`src/rtl/bus_arbiter.sv`:
```
// ---------------------------------------------------------------------------
// bus_arbiter
//   Two-master round-robin arbiter and sequencer for the single Bridge bus
//   port. Master 0 is the CPU MEM stage, master 1 a secondary agent
//   (DMA / debug loader). The winning request is latched at grant, driven
//   onto the bus for the access, and completed with a one-cycle ack pulse.
//
//   Parameters
//     AW      address width
//     DW      data width
//     RD_LAT  slave read latency in cycles (1..15); writes take one cycle
//
//   Ports
//     cpu_clk, cpu_rst         clock, async active-high reset
//     m0_req/addr/wen/wdata    master 0 request (held until m0_ack)
//     m0_ack, m0_rdata         master 0 completion pulse and read data
//     m1_*                     same set for master 1
//     m1_lock                  (BUS_ARB_LOCK_EN only) m1 bus lock
//     Bus_addr/wen/wdata       access to the Bridge
//     Bus_rdata                read data from the Bridge
//     busy                     high whenever the FSM is not in IDLE
//
//   Optional feature macro: BUS_ARB_LOCK_EN
// ---------------------------------------------------------------------------
// state  | meaning
// IDLE   | no transaction, arbitrate incoming requests
// ACCESS | bus driven from latched request; reads wait RD_LAT cycles
// RESP   | one-cycle ack (and read data) to the granted master
// ---------------------------------------------------------------------------
module bus_arbiter #(
    parameter int AW     = 32,
    parameter int DW     = 32,
    parameter int RD_LAT = 1
) (
    input  logic          cpu_clk,
    input  logic          cpu_rst,
    input  logic          m0_req,
    input  logic [AW-1:0] m0_addr,
    input  logic          m0_wen,
    input  logic [DW-1:0] m0_wdata,
    output logic          m0_ack,
    output logic [DW-1:0] m0_rdata,
    input  logic          m1_req,
    input  logic [AW-1:0] m1_addr,
    input  logic          m1_wen,
    input  logic [DW-1:0] m1_wdata,
    output logic          m1_ack,
    output logic [DW-1:0] m1_rdata,
`ifdef BUS_ARB_LOCK_EN
    input  logic          m1_lock,
`endif
    output logic [AW-1:0] Bus_addr,
    output logic          Bus_wen,
    output logic [DW-1:0] Bus_wdata,
    input  logic [DW-1:0] Bus_rdata,
    output logic          busy
);

    typedef enum logic [1:0] {IDLE, ACCESS, RESP} state_t;

    localparam logic [3:0] CNT_LAST = 4'(RD_LAT - 1);

    state_t        state;
    logic          last_gnt;
    logic          gnt;
    logic          wen_q;
    logic [3:0]    cnt;

    logic          pick_m1;
    logic          hold_last;
    logic [AW-1:0] sel_addr;
    logic          sel_wen;
    logic [DW-1:0] sel_wdata;
    logic [DW-1:0] rd_val;

    always_comb begin
        pick_m1   = 1'b0;
        hold_last = 1'b0;
        if (m0_req && m1_req)
            pick_m1 = ~last_gnt;
        else
            pick_m1 = m1_req;
`ifdef BUS_ARB_LOCK_EN
        // A locked m1 wins outright and does not consume its round-robin turn.
        if (m1_lock && m1_req)
            pick_m1 = 1'b1;
        hold_last = m1_lock && pick_m1;
`endif
    end

    assign sel_addr  = pick_m1 ? m1_addr  : m0_addr;
    assign sel_wen   = pick_m1 ? m1_wen   : m0_wen;
    assign sel_wdata = pick_m1 ? m1_wdata : m0_wdata;
    assign rd_val    = wen_q ? '0 : Bus_rdata;

    // Bus_addr/Bus_wdata double as the latched request address/data.
    always_ff @(posedge cpu_clk or posedge cpu_rst) begin
        if (cpu_rst) begin
            state     <= IDLE;
            last_gnt  <= 1'b1;
            gnt       <= 1'b0;
            wen_q     <= 1'b0;
            cnt       <= '0;
            Bus_addr  <= '0;
            Bus_wen   <= 1'b0;
            Bus_wdata <= '0;
            busy      <= 1'b0;
            m0_ack    <= 1'b0;
            m0_rdata  <= '0;
            m1_ack    <= 1'b0;
            m1_rdata  <= '0;
        end else begin
            case (state)
                IDLE: begin
                    if (m0_req || m1_req) begin
                        gnt       <= pick_m1;
                        if (!hold_last)
                            last_gnt <= pick_m1;
                        wen_q     <= sel_wen;
                        cnt       <= '0;
                        Bus_addr  <= sel_addr;
                        Bus_wen   <= sel_wen;
                        Bus_wdata <= sel_wdata;
                        busy      <= 1'b1;
                        state     <= ACCESS;
                    end
                end
                ACCESS: begin
                    // Write strobe lasts only the first ACCESS cycle.
                    Bus_wen <= 1'b0;
                    if (wen_q || (cnt == CNT_LAST)) begin
                        Bus_addr  <= '0;
                        Bus_wdata <= '0;
                        if (gnt) begin
                            m1_ack   <= 1'b1;
                            m1_rdata <= rd_val;
                        end else begin
                            m0_ack   <= 1'b1;
                            m0_rdata <= rd_val;
                        end
                        state <= RESP;
                    end else begin
                        cnt <= cnt + 4'd1;
                    end
                end
                RESP: begin
                    m0_ack   <= 1'b0;
                    m0_rdata <= '0;
                    m1_ack   <= 1'b0;
                    m1_rdata <= '0;
                    busy     <= 1'b0;
                    state    <= IDLE;
                end
                default: begin
                    state <= IDLE;
                end
            endcase
        end
    end

endmodule

```
`config.mk`:
```
export PLATFORM = sky130hd
export DESIGN_NAME = bus_arbiter
export DESIGN_NICKNAME = d
export VERILOG_FILES = /design/src/rtl/bus_arbiter.sv
export SDC_FILE = /design/constraint.sdc
export NUM_CORES = 1
export LEC_CHECK = 0
export BUFFER_PORTS_ARGS = -buffer_cell sky130_fd_sc_hd__buf_4
export CAP_MARGIN = 5
export CORE_UTILIZATION = 40
export DETAILED_ROUTE_END_ITERATION = 6
export PLACE_DENSITY = 0.72
export SLEW_MARGIN = 0
export SYNTH_ARGS = -nofsm -noshare
export SYNTH_HDL_FRONTEND = slang
export SYNTH_SLANG_ARGS = --single-unit
```
`constraint.sdc`:
```
create_clock -name cpu_clk -period 12.6 [get_ports cpu_clk]
set_clock_uncertainty 0.2 [all_clocks]
set_input_delay 0 -clock cpu_clk [delete_from_list [all_inputs] [get_ports cpu_clk]]
set_output_delay 0 -clock cpu_clk [all_outputs]
set_load 0.05 [all_outputs]
```
==> Word-level counts from Yosys, hierarchy flattened <==
Cells that the tools add are included.
{ "classes": {"addsub": 1, "n_eq_ne": 7, "n_mux": 32, "n_bitwise": 1, "reduce_logical": 16} }
{ "ops": {"columns": ["op", "count"], "rows": [
  ["two-way mux 32 bit", 10],
  ["case mux 32 bit (2 select lines)", 4],
  ["AND reduction 3 bit", 4],
  ["inequality test 2 bit (second input constant)", 5],
  ["two-way mux 1 bit", 8],
  ["two-way mux 4 bit", 2],
  ["case mux 1 bit (2 select lines)", 4],
  ["case mux 4 bit (2 select lines)", 1],
  ["AND reduction 2 bit", 4],
  ["nonzero test 2 bit", 3],
  ["adder 4 x 1 -> 4 bit (second input constant)", 1],
  ["logical NOT 4 bit", 1],
  ["two-way mux 2 bit", 2],
  ["case mux 2 bit (2 select lines)", 1],
  ["equality test 2 x 1 -> 1 bit (second input constant)", 1],
  ["equality test 2 bit (second input constant)", 1],
  ["logical NOT 2 bit", 1],
  ["logical OR 1 bit", 2],
  ["logical AND 1 bit", 1],
  ["inverter 1 bit", 1]
]} }
{ "word_totals": {"register_bits": 141, "output_inout_bits": 132} }

==> Depth between registers and ports, before layout <==
Gate-level depths: netlist of the first run.
{ "depth": {"word_depth": 5, "mapped_depth": 9, "depth_no_buf": 6} }

==> Worst setup path after synthesis of the first run <==
OpenSTA, ideal clock, no wires.
{ "synth_path": {"path_kind": "register to register", "start": "register cnt[0]", "end": "register Bus_addr[22]", "setup_time_ps": 130, "arrival_ps": 1861, "path_slack_ps": 10409, "stages_incl_launch_ff": 9, "n_path_buf": 3, "period_less_slack_ps": 2191, "path_cell_list": "dfrtp_1 > inv_1 > ha_1 > or3b_1 > buf_2 > a311oi_2 > buf_6 > buf_4 > a31oi_2"} }
{ "synth_via": {"elab_chain_cells": 4} }
{ "synth_lines": {"columns": ["item", "line_no", "rtl"], "rows": [
  ["start, declared", "67", "logic [3:0] cnt;"],
  ["start signal, assigned", "143", "cnt <= cnt + 4'd1;"],
  ["logical NOT 4 bit", "131", "if (wen_q || (cnt == CNT_LAST)) begin"],
  ["logical OR 1 bit", "131", null],
  ["inequality test 2 bit (no source line)", null, null],
  ["AND reduction 3 bit (no source line)", null, null],
  ["end signal, assigned", "121", "Bus_addr <= sel_addr;"],
  ["end, declared", "52", "output logic [AW-1:0] Bus_addr,"]
]} }
Every way passes these cells.
A chain may end at the register's enable or synchronous reset.

==> Worst setup path after layout of the first run <==
{ "layout_path": {"start": "register cnt[0]", "end": "register Bus_wdata[24]"} }
{ "layout_via": {"elab_chain_cells": 4} }
{ "layout_lines": {"columns": ["item", "line_no", "rtl"], "rows": [
  ["logical NOT 4 bit", "131", null],
  ["logical OR 1 bit", "131", null],
  ["inequality test 2 bit (no source line)", null, null],
  ["AND reduction 3 bit (no source line)", null, null],
  ["end signal, assigned", "123", "Bus_wdata <= sel_wdata;"],
  ["end, declared", "54", "output logic [DW-1:0] Bus_wdata,"]
]} }
Every way passes these cells.

==> results of run 1 <==
==> power groups by stage <==
stage                     Clock [W]  Combinational (W)  Sequential, W
after floorplan                   0           0.000659        0.00155
after global placement            0            0.00188       0.000819
after detailed placement          0            0.00190       0.000825
after CTS                  0.000522            0.00214       0.000820
after global routing       0.000542            0.00229       0.000851
final                      0.000514            0.00217       0.000826
==> area by class of cell <==
class,instances,area share
Timing Repair Buffer,474,0.359
Sequential cell,141,0.319
Multi-Input combinational cell,395,0.242
Clock buffer,19,0.0391
Tap cell,216,0.0244
Clock inverter,13,0.0147
Inverter,5,0.00214
Antenna cell,1,0.000226
==> per-stage QoR <==
stage	power [W]	instances	setup WS, ns	util
detailed placement	0.00272	1064	9.63	0.553
CTS	0.00348	1263	9.06	0.695
finish	0.00351	1264	8.94	0.695
global route	0.00368	1263	8.77	0.695
floorplan	0.00221	605	8.62	-
global placement	0.00270	1064	9.70	0.553
==> worst max-delay path by stage <==
stage	depth (start not counted)	to	from
after floorplan	1	Bus_addr[0]	cpu_rst
after global placement	7	Bus_addr[3]	cnt[0]
after detailed placement	7	Bus_wdata[17]	cnt[0]
after CTS	8	Bus_wdata[17]	cnt[0]
after global routing	8	Bus_addr[30]	cnt[0]
final	8	Bus_wdata[24]	cnt[0]
==> per-layer routing <==
metal / share of wire / wire, um
met5: 0 / 0
met4: 0.026 / 584
met3: 0.096 / 2150
met2: 0.50 / 11100
met1: 0.38 / 8490
==> registers in the layout, indices dropped and copies added (netlist names) <==
register and flops:
m0_rdata 32, state 2, m1_rdata 32, wen_q 1, m1_ack 1, cnt 4, last_gnt 1, gnt 1
Bus_wen 1, busy 1, Bus_addr 32, m0_ack 1, Bus_wdata 32
==> tightest hold or removal path, delay by kind of cell <==
| family | cells | cell delay, ns |
|---|---|---|
| buffers and inverters | 3 | 1.14 |
==> cells in the final DEF, fill, tap and decap left out, types with 4 or more instances in the layout <==
master / instances
a31oi_1: 10
inv_1: 4
clkbuf_16: 17
dlygate4sd3_1: 167
nand2_1: 38
a31oi_2: 56
o2bb2ai_1: 32
inv_6: 4
buf_4: 307
a32o_1: 32
nand3_1: 131
dfrtp_1: 139
nor2_1: 65
==> cell families after synthesis <==
kind of cell	count (synthesis)	synth area share
simple gates	243	0.167
compound gates	149	0.230
flops	141	0.538
buf+inv	69	0.0600
fa+ha+maj	2	0.00381
xor+xnor	1	0.00133
==> what timing repair did <==
item / CTS / global route
endpoints found under the hold margin: 211 / 0
hold buffers: 167 / 0
setup endpoints to repair: 0 / 0
==> summary.txt, run 1 <==
Layout
  – Post-route cell area: about 11000 sq um
  – Sequential cell area: around 3500 sq um
  – Fillcell total: about 1100
  – Share of cells above drive strength 1: 0.387
  – Total Nets Final: 1202
  – Area Overhead vs Synth: 68.8%
  – Multi-input gate area: ~2700 sq um

Clock network
  – Clock sinks: roughly 140
  – H-Tree Depth: 4
  – CTS buffer count: 17
  – Post-CTS Resized: 0
  – Worst-skew pair later-pin latency: between 0.4 and 0.5 ns
  – Root Driver: clkbuf_16
  – Post-CTS setup repair buffer count: 0
  – Max Root-Sink Buffers: 2
  – CTS tree: yes
  – Worst-path clk slew: ~0.06 ns

Critical path
  – Worst Path Max Fanout: slightly above 90
  – Worst flop-to-flop path startpoint: cnt[0]
  – Worst path max stage delay: approximately 0.84 ns
  – Worst setup EP type: register
  – Crit path max-delay family: buffers and inverters
  – Nature of the critical path startpoint: register
  – Crit-path cells: inv_1 -> ha_1 -> or3b_1 -> a311oi_4 -> buf_4 -> nor2_1 -> a31oi_2 -> dlygate4sd3_1
  – Crit path max-delay cell type: buf_4
  – CP Buf/Inv Count: 3
  – Required time of the critical path: ~13 ns
  – R2R setup slack: 8.94 ns
  – CP Data Arrival Time: between 3 and 4 ns
  – Worst Setup Path Type: reg2reg
  – R2R depth: 8
  – Worst R2R End: Bus_wdata[24]

Power
  – Pwr per Cell Area: ~320 nW/um^2
  – Switch share: 0.494
  – Leak: between 5 and 6 nW
  – Clock power frac: 0.147
  – Logic pwr share: 0.618
  – Worst VDD drop: between 0.00015 and 0.0002 V
  – Internal power: 0.00177 W
  – Sequential fraction of design power: 0.235
  – NetSw: roughly 0.0017 W

Synth
  – Commonest cells in the netlist: dfrtp_1, nand3_1, nor2_1
  – Yosys reg bits: 141
  – Mean Syn Cell Area: around 11 sq um
  – Sequential area share after synthesis: 0.538
  – Area leader, netlist: dfrtp_1
  – Most common cell in the netlist: dfrtp_1
  – Top cell type's share of synthesized area: 0.534
  – Synth Flop Type: dfrtp_1
  – Post-Syn Area: around 6600 sq um
  – Async SR Flop Fraction: 1.00
  – Synth Net Count: about 770
  – Mapped Cells: slightly above 600
  – Unique masters post-synth: 37
  – Largest cells by area after synthesis: dfrtp_1, a31oi_2, nand3_1, a32o_1, o2bb2ai_1
  – Number of synthesized flops with an enable pin: 0
  – Yosys warns: 0

Detailed routing
  – DRT Wirelength: ~22000 um
  – Detail Route Antenna Nets: 0
  – Initial DRC count: 491
  – WL per Instance: around 18 um
  – Drt first pass iters: 7
  – Vias: between 6000 and 7000
  – Via density: ~5.3
  – Number of remaining DRC errors: 3

Floorplanning
  – Die footprint: about 17000 sq um
  – Starting density of the core: 0.412
  – CORE AREA: 15900 sq um
  – Die Span Y: ~130 um
  – Die width: 130 um
  – Standard-cell row count: between 40 and 50
  – I/O pin cnt: just under 300

Timing
  – Final Cycle Share: 0.291
  – Worst-Margin Slew: 1.08 ns
  – Fmax achieved: around 270 MHz
  – Unrepaired setup endpoints after global routing: no
  – Worst slew margin: 0.278
  – Final Hold Viols: 0
  – WHS: about 0.032 ns
  – Setup TNS: 0 ns
  – Clock period minus worst slack: approximately 3.7 ns
  – Final setup viols: 0
  – Max-slew violations: 0

Place
  – Final GP Congestion: approximately 0.75
  – Input/output buffers: 297
  – DP Area: between 8000 and 9000 sq um
  – Hpwl dp: between 10000 and 15000 um

Global routing
  – Met3 Resource Use GR: 0.0906
  – Routing usage on met2: 0.447
  – Most used routing layer: met2
  – Vias in the first global route: roughly 6500
  – Global-route wire length before repair: ~34000 um
  – Initial antenna violation count: 0
  – GRT overflow: 0
  – Largest net degree at the start of global routing: 93
  – GR Util All Layers: 0.262
  – Grt met1 use: 0.299

Hold path
  – Hold crit path type: in2async

Flow run
  – MaxCap Viol Count: 0

Status
  – Status: finished with violations
  – Failing checks: DRC
Power figures use the tool's default switching activity.
==> run 2, diff against run 1 <==
==> constraint.sdc (replaced) <==
create_clock -name cpu_clk -period 3.55 [get_ports cpu_clk]
set_clock_uncertainty 0.2 [all_clocks]
set_input_delay 0 -clock cpu_clk [delete_from_list [all_inputs] [get_ports cpu_clk]]
set_output_delay 0 -clock cpu_clk [all_outputs]
set_load 0.05 [all_outputs]
==> run 2 against run 1 <==
  * The flow now finishes without violations
  * First-iteration DRC count fell by 35%
  * Final cell count rose by 0.71%
  * Cell area rose by 1.4%
  * Largest power group unchanged
  * Routed wire length fell by 0.76%
  * Global-route usage fell by 0.71 points
  * Flip-flop and latch count did not move
  * Sequential share of layout area fell by 0.43 points
  * Core utilization rose by 0.96 points
  * Worst hold slack improved by 0.13 ns
==> summary.txt, run 2 (synthesis results as in run 1) <==
Clock network
  – H-Tree Depth: 4 (unchanged)
  – CTS tree: yes
  – Post-CTS Resized: 0 (unchanged)
  – Worst-path clk slew: 0.07 ns (about the same)
  – Root Driver: clkbuf_16
  – Worst-skew pair later-pin latency: 0.41 ns (about the same)
  – CTS buffer count: 17 (unchanged)
  – Clock sinks: 141 (unchanged)
  – Max Root-Sink Buffers: 2 (unchanged)

Timing
  – Final WS setup: 0.318 ns (-8.62 ns)
  – Final setup viols: 0 (unchanged)
  – Setup TNS: 0 ns (unchanged)
  – Final Cycle Share: 0.910 (+0.620)
  – Clock period minus worst slack: 3.23 ns (-0.429 ns)
  – Worst slew margin: 0.383 (+0.105)
  – Max-slew violations: 0 (unchanged)
  – Worst-Margin Slew: 0.923 ns (-0.160 ns)
  – Unrepaired setup endpoints after global routing: no
  – Fmax achieved: 309 MHz (+13%)
  – Final Hold Viols: 0 (unchanged)

Critical path
  – CP Data Arrival Time: 3.39 ns (-0.43 ns)
  – R2R depth: 8 (unchanged)
  – Worst path max stage delay: 0.57 ns (-0.27 ns)
  – Crit path max-delay cell type: dlygate4sd3_1
  – R2R setup slack: 0.32 ns (-8.62 ns)
  – Worst Setup Path Type: reg2reg
  – Nature of the critical path startpoint: register
  – Crit-path cells: inv_1 -> ha_1 -> or3b_1 -> a311oi_4 -> buf_12 -> nor2_1 -> a31oi_1 -> dlygate4sd3_1
  – Crit path max-delay family: buffers and inverters
  – CP Buf/Inv Count: 3 (unchanged)
  – Worst setup EP type: register
  – Worst Path Max Fanout: 95 (+3.3%)
  – Worst R2R End: Bus_addr[30]
  – Required time of the critical path: 3.71 ns (-9.05 ns)
  – Worst flop-to-flop path startpoint: cnt[0]

Power
  – Switch share: 0.491 (-0.00299)
  – Clock power frac: 0.149 (+0.002)
  – Sequential fraction of design power: 0.233 (-0.002)
  – Pwr per Cell Area: 1110 nW/um^2 (+250%)
  – Worst VDD drop: 0.000717 V (+290%)
  – Internal power: 0.00637 W (+260%)
  – Logic pwr share: 0.618 (about the same)
  – Leak: 5.07 nW (+0.90%)
  – NetSw: 0.00615 W (+250%)

Detailed routing
  – Detail Route Antenna Nets: 0 (unchanged)
  – Initial DRC count: 317 (-35%)
  – Via density: 5.22 (-1.2%)
  – Vias: 6648 (-0.52%)
  – Number of remaining DRC errors: 0 (-3)
  – DR WL met2: 11100 um (-0.35%)
  – Max layer used: met4
  – WL per Instance: 17.4 um (-1.5%)
  – Drt first pass iters: 7 (unchanged)
  – Met1 wire length: 8440 um (-0.60%)
  – DRT Wirelength: 22200 um (-0.76%)
  – Met3 WL: 2070 um (-3.7%)

Layout
  – Total Nets Final: 1212 (+0.83%)
  – Share of cells above drive strength 1: 0.386 (-0.000821)
  – Fillcell total: 1094 (+0.18%)
  – Area Overhead vs Synth: 71.2%
  – Highest-count cells in the layout ignoring fill and taps: buf_4, dlygate4sd3_1, dfrtp_1
  – Commonest non-fill, non-tap cell in the layout: buf_4
  – Ant. Diodes: 0 (-1)

Floorplanning
  – Starting density of the core: 0.412 (unchanged)
  – CORE AREA: 15900 sq um (unchanged)
  – Standard-cell row count: 46 (unchanged)
  – Die footprint: 16900 sq um (unchanged)
  – I/O pin cnt: 298 (unchanged)
  – Die width: 130 um (unchanged)
  – Die Span Y: 130 um (unchanged)

Global routing
  – Vias in the first global route: 6670 (+1.8%)
  – Global-route wire length before repair: 33100 um (-2.6%)
  – GR Util All Layers: 0.255 (-0.00712)
  – GRT overflow: 0 (unchanged)
  – Initial antenna violation count: 0 (unchanged)
  – Largest net degree at the start of global routing: 142 (+53%)

Flow run
  – MaxCap Viol Count: 0 (unchanged)

Hold path
  – Hold crit path type: in2async

Place
  – Pre-CTS setup slack: 0.945 ns (-8.68 ns)
  – Hpwl dp: 12800 um (-3.1%)
  – Final GP Congestion: 0.740 (-1.5%)
  – Input/output buffers: 297 (unchanged)

Status
  – Status: complete, no violations
## run 2: through the flow
step | std cells | hold WS (ns) | cell area [sq um] | util | total power [W]
finish | 1273 | 0.163 | 11200 | 0.705 | 0.0125
global route | 1273 | 0.198 | 11200 | 0.705 | 0.0131
CTS | 1273 | 0.172 | 11200 | 0.705 | 0.0124
detailed placement | 1065 | 0.0252 | 8850 | 0.555 | 0.00967
global placement | 1065 | 0.0218 | 8850 | 0.555 | 0.00958
floorplan | 605 | -0.137 | 6570 | - | 0.00784
## run 2: cell type report
type	count	area [sq um]	share of cell area
clock inverters	14	183	0.0163
multi-input cells	395	2690	0.240
repair buffers	484	4100	0.365
clock buffers	18	439	0.0391
well taps	216	270	0.0240
inverters	5	22.5	0.00200
flip-flops and latches	141	3530	0.314
## run 2: power by group through the flow
stage / clock (W) / sequential (W) / combinational, W
floorplan: 0 / 0.00551 / 0.00234
global placement: 0 / 0.00290 / 0.00668
detailed placement: 0 / 0.00291 / 0.00676
CTS: 0.00190 / 0.00290 / 0.00764
global route: 0.00198 / 0.00301 / 0.00813
finish: 0.00187 / 0.00292 / 0.00773
## run 2: timing repair
| action | CTS | global route |
|---|---|---|
| setup endpoints to repair | 0 | 0 |
| setup buffers | 0 | 0 |
| endpoints found under the hold margin | 275 | 0 |
| hold buffers | 176 | 0 |
## run 2: routing by layer
layer  GRT usage  vias to the layer above
met5           0                        -
met2       0.443                      282
met4       0.109                        0
li1            -                     3138
met3      0.0873                       46
met1       0.283                     3182
## run 2: worst register-to-register path, stage by stage, from the launching register on
cell	delay [ns]
dfrtp_1	0.40
inv_1	0.10
ha_1	0.14
or3b_1	0.52
a311oi_4	0.42
buf_12	0.39
nor2_1	0.25
a31oi_1	0.20
dlygate4sd3_1	0.57
## run 2: worst max-delay path by stage
| stage | start | cells after the start | endpoint |
|---|---|---|---|
| final | cnt[0] | 8 | Bus_addr[30] |
| after global routing | cnt[0] | 8 | Bus_addr[13] |
| after CTS | cnt[0] | 8 | Bus_addr[13] |
| after detailed placement | cnt[0] | 7 | Bus_addr[13] |
| after global placement | cnt[0] | 7 | Bus_addr[2] |
| after floorplan | cnt[0] | 8 | Bus_addr[22] |
==> run 3, diff against run 2 <==
--- a/config.mk
+++ b/config.mk
@@ -5,11 +5,12 @@
 export SDC_FILE = /design/constraint.sdc
 export NUM_CORES = 1
 export LEC_CHECK = 0
+export ABC_AREA = 1
 export BUFFER_PORTS_ARGS = -buffer_cell sky130_fd_sc_hd__buf_4
 export CAP_MARGIN = 5
 export CORE_UTILIZATION = 40
 export DETAILED_ROUTE_END_ITERATION = 6
-export PLACE_DENSITY = 0.72
+export PLACE_DENSITY = 0.71
 export SLEW_MARGIN = 0
 export SYNTH_ARGS = -nofsm -noshare
 export SYNTH_HDL_FRONTEND = slang
==> run 3 against run 2 <==
  * Synthesized cell count up 60%
  * Clock power up 5%
  * Combinational power down 17%
  * Non-clock buffer count down 8
  * Critical endpoint is now Bus_wen
  * Fmax up 2.3%
==> summary.txt, run 3 <==
Detailed routing
  – DRT Wirelength: 25000 um (+13%)
  – WL per Instance: 15.3 um (-12%)
  – Vias: 8141 (+22%)
  – Drt first pass iters: 5 (-2)
  – Detail Route Antenna Nets: 0 (unchanged)
  – Number of remaining DRC errors: 0 (unchanged)
  – Via density: 4.99 (-4.4%)
  – Initial DRC count: 501 (+58%)

Global routing
  – Initial antenna violation count: 0 (unchanged)
  – GR Util All Layers: 0.279 (+0.0245)
  – Largest net degree at the start of global routing: 76 (-46%)
  – Vias in the first global route: 7997 (+20%)
  – Global-route wire length before repair: 39800 um (+20%)
  – GRT overflow: 0 (unchanged)

Synth
  – Top cell type's share of synthesized area: 0.491 (-0.0420)
  – Mapped Cells: 965 (+60%)
  – Synth Net Count: 1133 (+47%)
  – Largest cells by area after synthesis: dfrtp_1, nand2_1, nand3_1, nor2_1, inv_1
  – Synth Flop Type: dfrtp_1
  – Unique masters post-synth: 24 (-35%)
  – Async SR Flop Fraction: 1.00 (unchanged)
  – Post-Syn Area: 7130 sq um (+8.6%)
  – Commonest cells in the netlist: nand2_1, nand3_1, dfrtp_1
  – Sequential area share after synthesis: 0.495 (-0.0424)
  – Area leader, netlist: dfrtp_1
  – Yosys reg bits: 141 (unchanged)
  – Most common cell in the netlist: nand2_1
  – Yosys warns: 0 (unchanged)
  – Number of synthesized flops with an enable pin: 0 (unchanged)
  – Mean Syn Cell Area: 7.39 sq um (-32%)

Flow run
  – MaxCap Viol Count: 0 (unchanged)

Power
  – Overall power: 0.0111 W (-11%)
  – Pwr per Cell Area: 949 nW/um^2 (-15%)
  – Leak: 6.46 nW (+27%)
  – Worst VDD drop: 0.000579 V (-19%)

Timing
  – Worst-Margin Slew: 0.877 ns (-0.0461 ns)
  – Unrepaired setup endpoints after global routing: no
  – Clock period minus worst slack: 3.16 ns (-0.0730 ns)
  – Worst slew margin: 0.414 (+0.0308)
  – Max-slew violations: 0 (unchanged)
  – Final setup viols: 0 (unchanged)
  – Final Hold Viols: 0 (unchanged)
  – Final Cycle Share: 0.890 (-0.0206)
  – Fmax achieved: 317 MHz (+2.3%)
  – Setup TNS: 0 ns (unchanged)

Floorplanning
  – Standard-cell row count: 48 (+4.3%)
  – CORE AREA: 17400 sq um (+8.9%)
  – I/O pin cnt: 298 (unchanged)
  – Die width: 135 um (+4.1%)
  – Starting density of the core: 0.411 (-0.00118)
  – Die Span Y: 135 um (+4.1%)
  – Die footprint: 18400 sq um (+8.4%)

Layout
  – Highest-count cells in the layout ignoring fill and taps: nand2_1, buf_4, dlygate4sd3_1
  – Ant. Diodes: 0 (unchanged)
  – Total Nets Final: 1561 (+29%)
  – Commonest non-fill, non-tap cell in the layout: nand2_1
  – Area Overhead vs Synth: 63.9%
  – Share of cells above drive strength 1: 0.253 (-0.133)

Clock network
  – Root Driver: clkbuf_16
  – Worst-path clk slew: 0.06 ns (about the same)
  – Clock sinks: 141 (unchanged)
  – Post-CTS Resized: 0 (unchanged)
  – Max Root-Sink Buffers: 2 (unchanged)
  – Hold_buf cts: 167 (-5.1%)
  – Post-CTS setup repair buffer count: 0 (unchanged)
  – H-Tree Depth: 4 (unchanged)
  – CTS buffer count: 17 (unchanged)
  – CTS tree: yes
  – Worst-skew pair later-pin latency: 0.42 ns (about the same)

Critical path
  – Worst setup EP type: register
  – Crit-path cells: nor2_1 -> o21ai_4 -> dlygate4sd3_1 -> inv_1 -> o211ai_1 -> dlygate4sd3_1 -> nand2_1 -> dlygate4sd3_1
  – CP Buf/Inv Count: 4 (+1)
  – Crit path max-delay cell type: dlygate4sd3_1
  – Required time of the critical path: 3.71 ns (about the same)
  – Top cell by count, worst path: dlygate4sd3_1
  – CP Data Arrival Time: 3.32 ns (-0.07 ns)
  – Worst Path Max Fanout: 7 (-93%)
  – Worst Setup Path Type: reg2reg
  – Nature of the critical path startpoint: register
  – Crit path max-delay family: buffers and inverters
  – Worst path max stage delay: 0.68 ns (+0.11 ns)

Place
  – Hpwl dp: 15200 um (+19%)
  – Input/output buffers: 297 (unchanged)
  – Final GP Congestion: 0.832 (+13%)

Status
  – Status: complete, no violations

Hold path
  – Hold crit path type: in2async
run 3: changes by cell type after synthesis, sizes merged, moves of 30 or more:
cell / change
o21ai: +65
a32o: -32
o2bb2ai: -32
nand2: +332
buf: +30
a31oi: -66
inv: +67
run 3: cell families (layout without fill, tap and decap cells):
family	after synthesis	in the layout	share of synthesized area
buffers and inverters	139	579	0.0944
adder cells (fa/ha/maj)	2	2	0.00351
AO/OA/AOI/OAI	74	74	0.0534
flip-flops	141	141	0.495
AND/OR/NAND/NOR	607	607	0.351
XOR/XNOR	2	2	0.00246
run 3: final timing paths:
check	start	end	slack (ns)	cells past startpoint
worst max-delay path	state[0]	Bus_wen	0.39	8
worst min-delay path	cpu_rst	busy	0.11	3
worst max register to register	state[0]	Bus_wen	0.39	8
worst min register to register	m1_rdata[25]	m1_rdata[25]	0.27	2
max in group asynchronous	cpu_rst	Bus_addr[16]	2.18	4
min in group cpu_clk	m1_rdata[25]	m1_rdata[25]	0.27	2
run 3: layout make-up:
cell class / count / area [sq um]
Sequential cell: 141 / 3530
Clock inverter: 11 / 189
Tap cell: 225 / 282
Fill cell: 1369 / 5680
Timing Repair Buffer: 476 / 4020
Inverter: 72 / 274
Multi-Input combinational cell: 685 / 2930
Clock buffer: 20 / 457
run 3: worst reg2reg max path, cell delays in order (launching register included):
cell	delay (ns)
dfrtp_1	0.42
nor2_1	0.27
o21ai_4	0.13
dlygate4sd3_1	0.68
inv_1	0.12
o211ai_1	0.08
dlygate4sd3_1	0.59
nand2_1	0.06
dlygate4sd3_1	0.54
run 3: power breakdown:
group	internal, W	leakage [nW]	switching, W
clock network	0.00128	0.312	0.000692
logic	0.00189	4.34	0.00451
registers	0.00229	1.80	0.000426
run 3: routing by layer:
metal / part of all wire / up-vias / global-route usage
met5: 0 / - / 0
met4: 0.035 / 0 / 0.137
met3: 0.094 / 69 / 0.0786
met2: 0.49 / 440 / 0.458
met1: 0.39 / 3766 / 0.338
li1: - / 3866 / -
run 3: per-stage QoR:
step,cell area [sq um],cells,hold WS (ns),utilization,setup slack (ns)
finish,11700,1630,0.112,0.673,0.391
global route,11700,1630,0.177,0.673,0.262
CTS,11700,1630,0.128,0.673,0.397
detailed placement,9360,1432,0.0204,0.539,1.18
global placement,9360,1432,0.0245,0.539,1.27
floorplan,7130,965,-0.0194,-,1.59
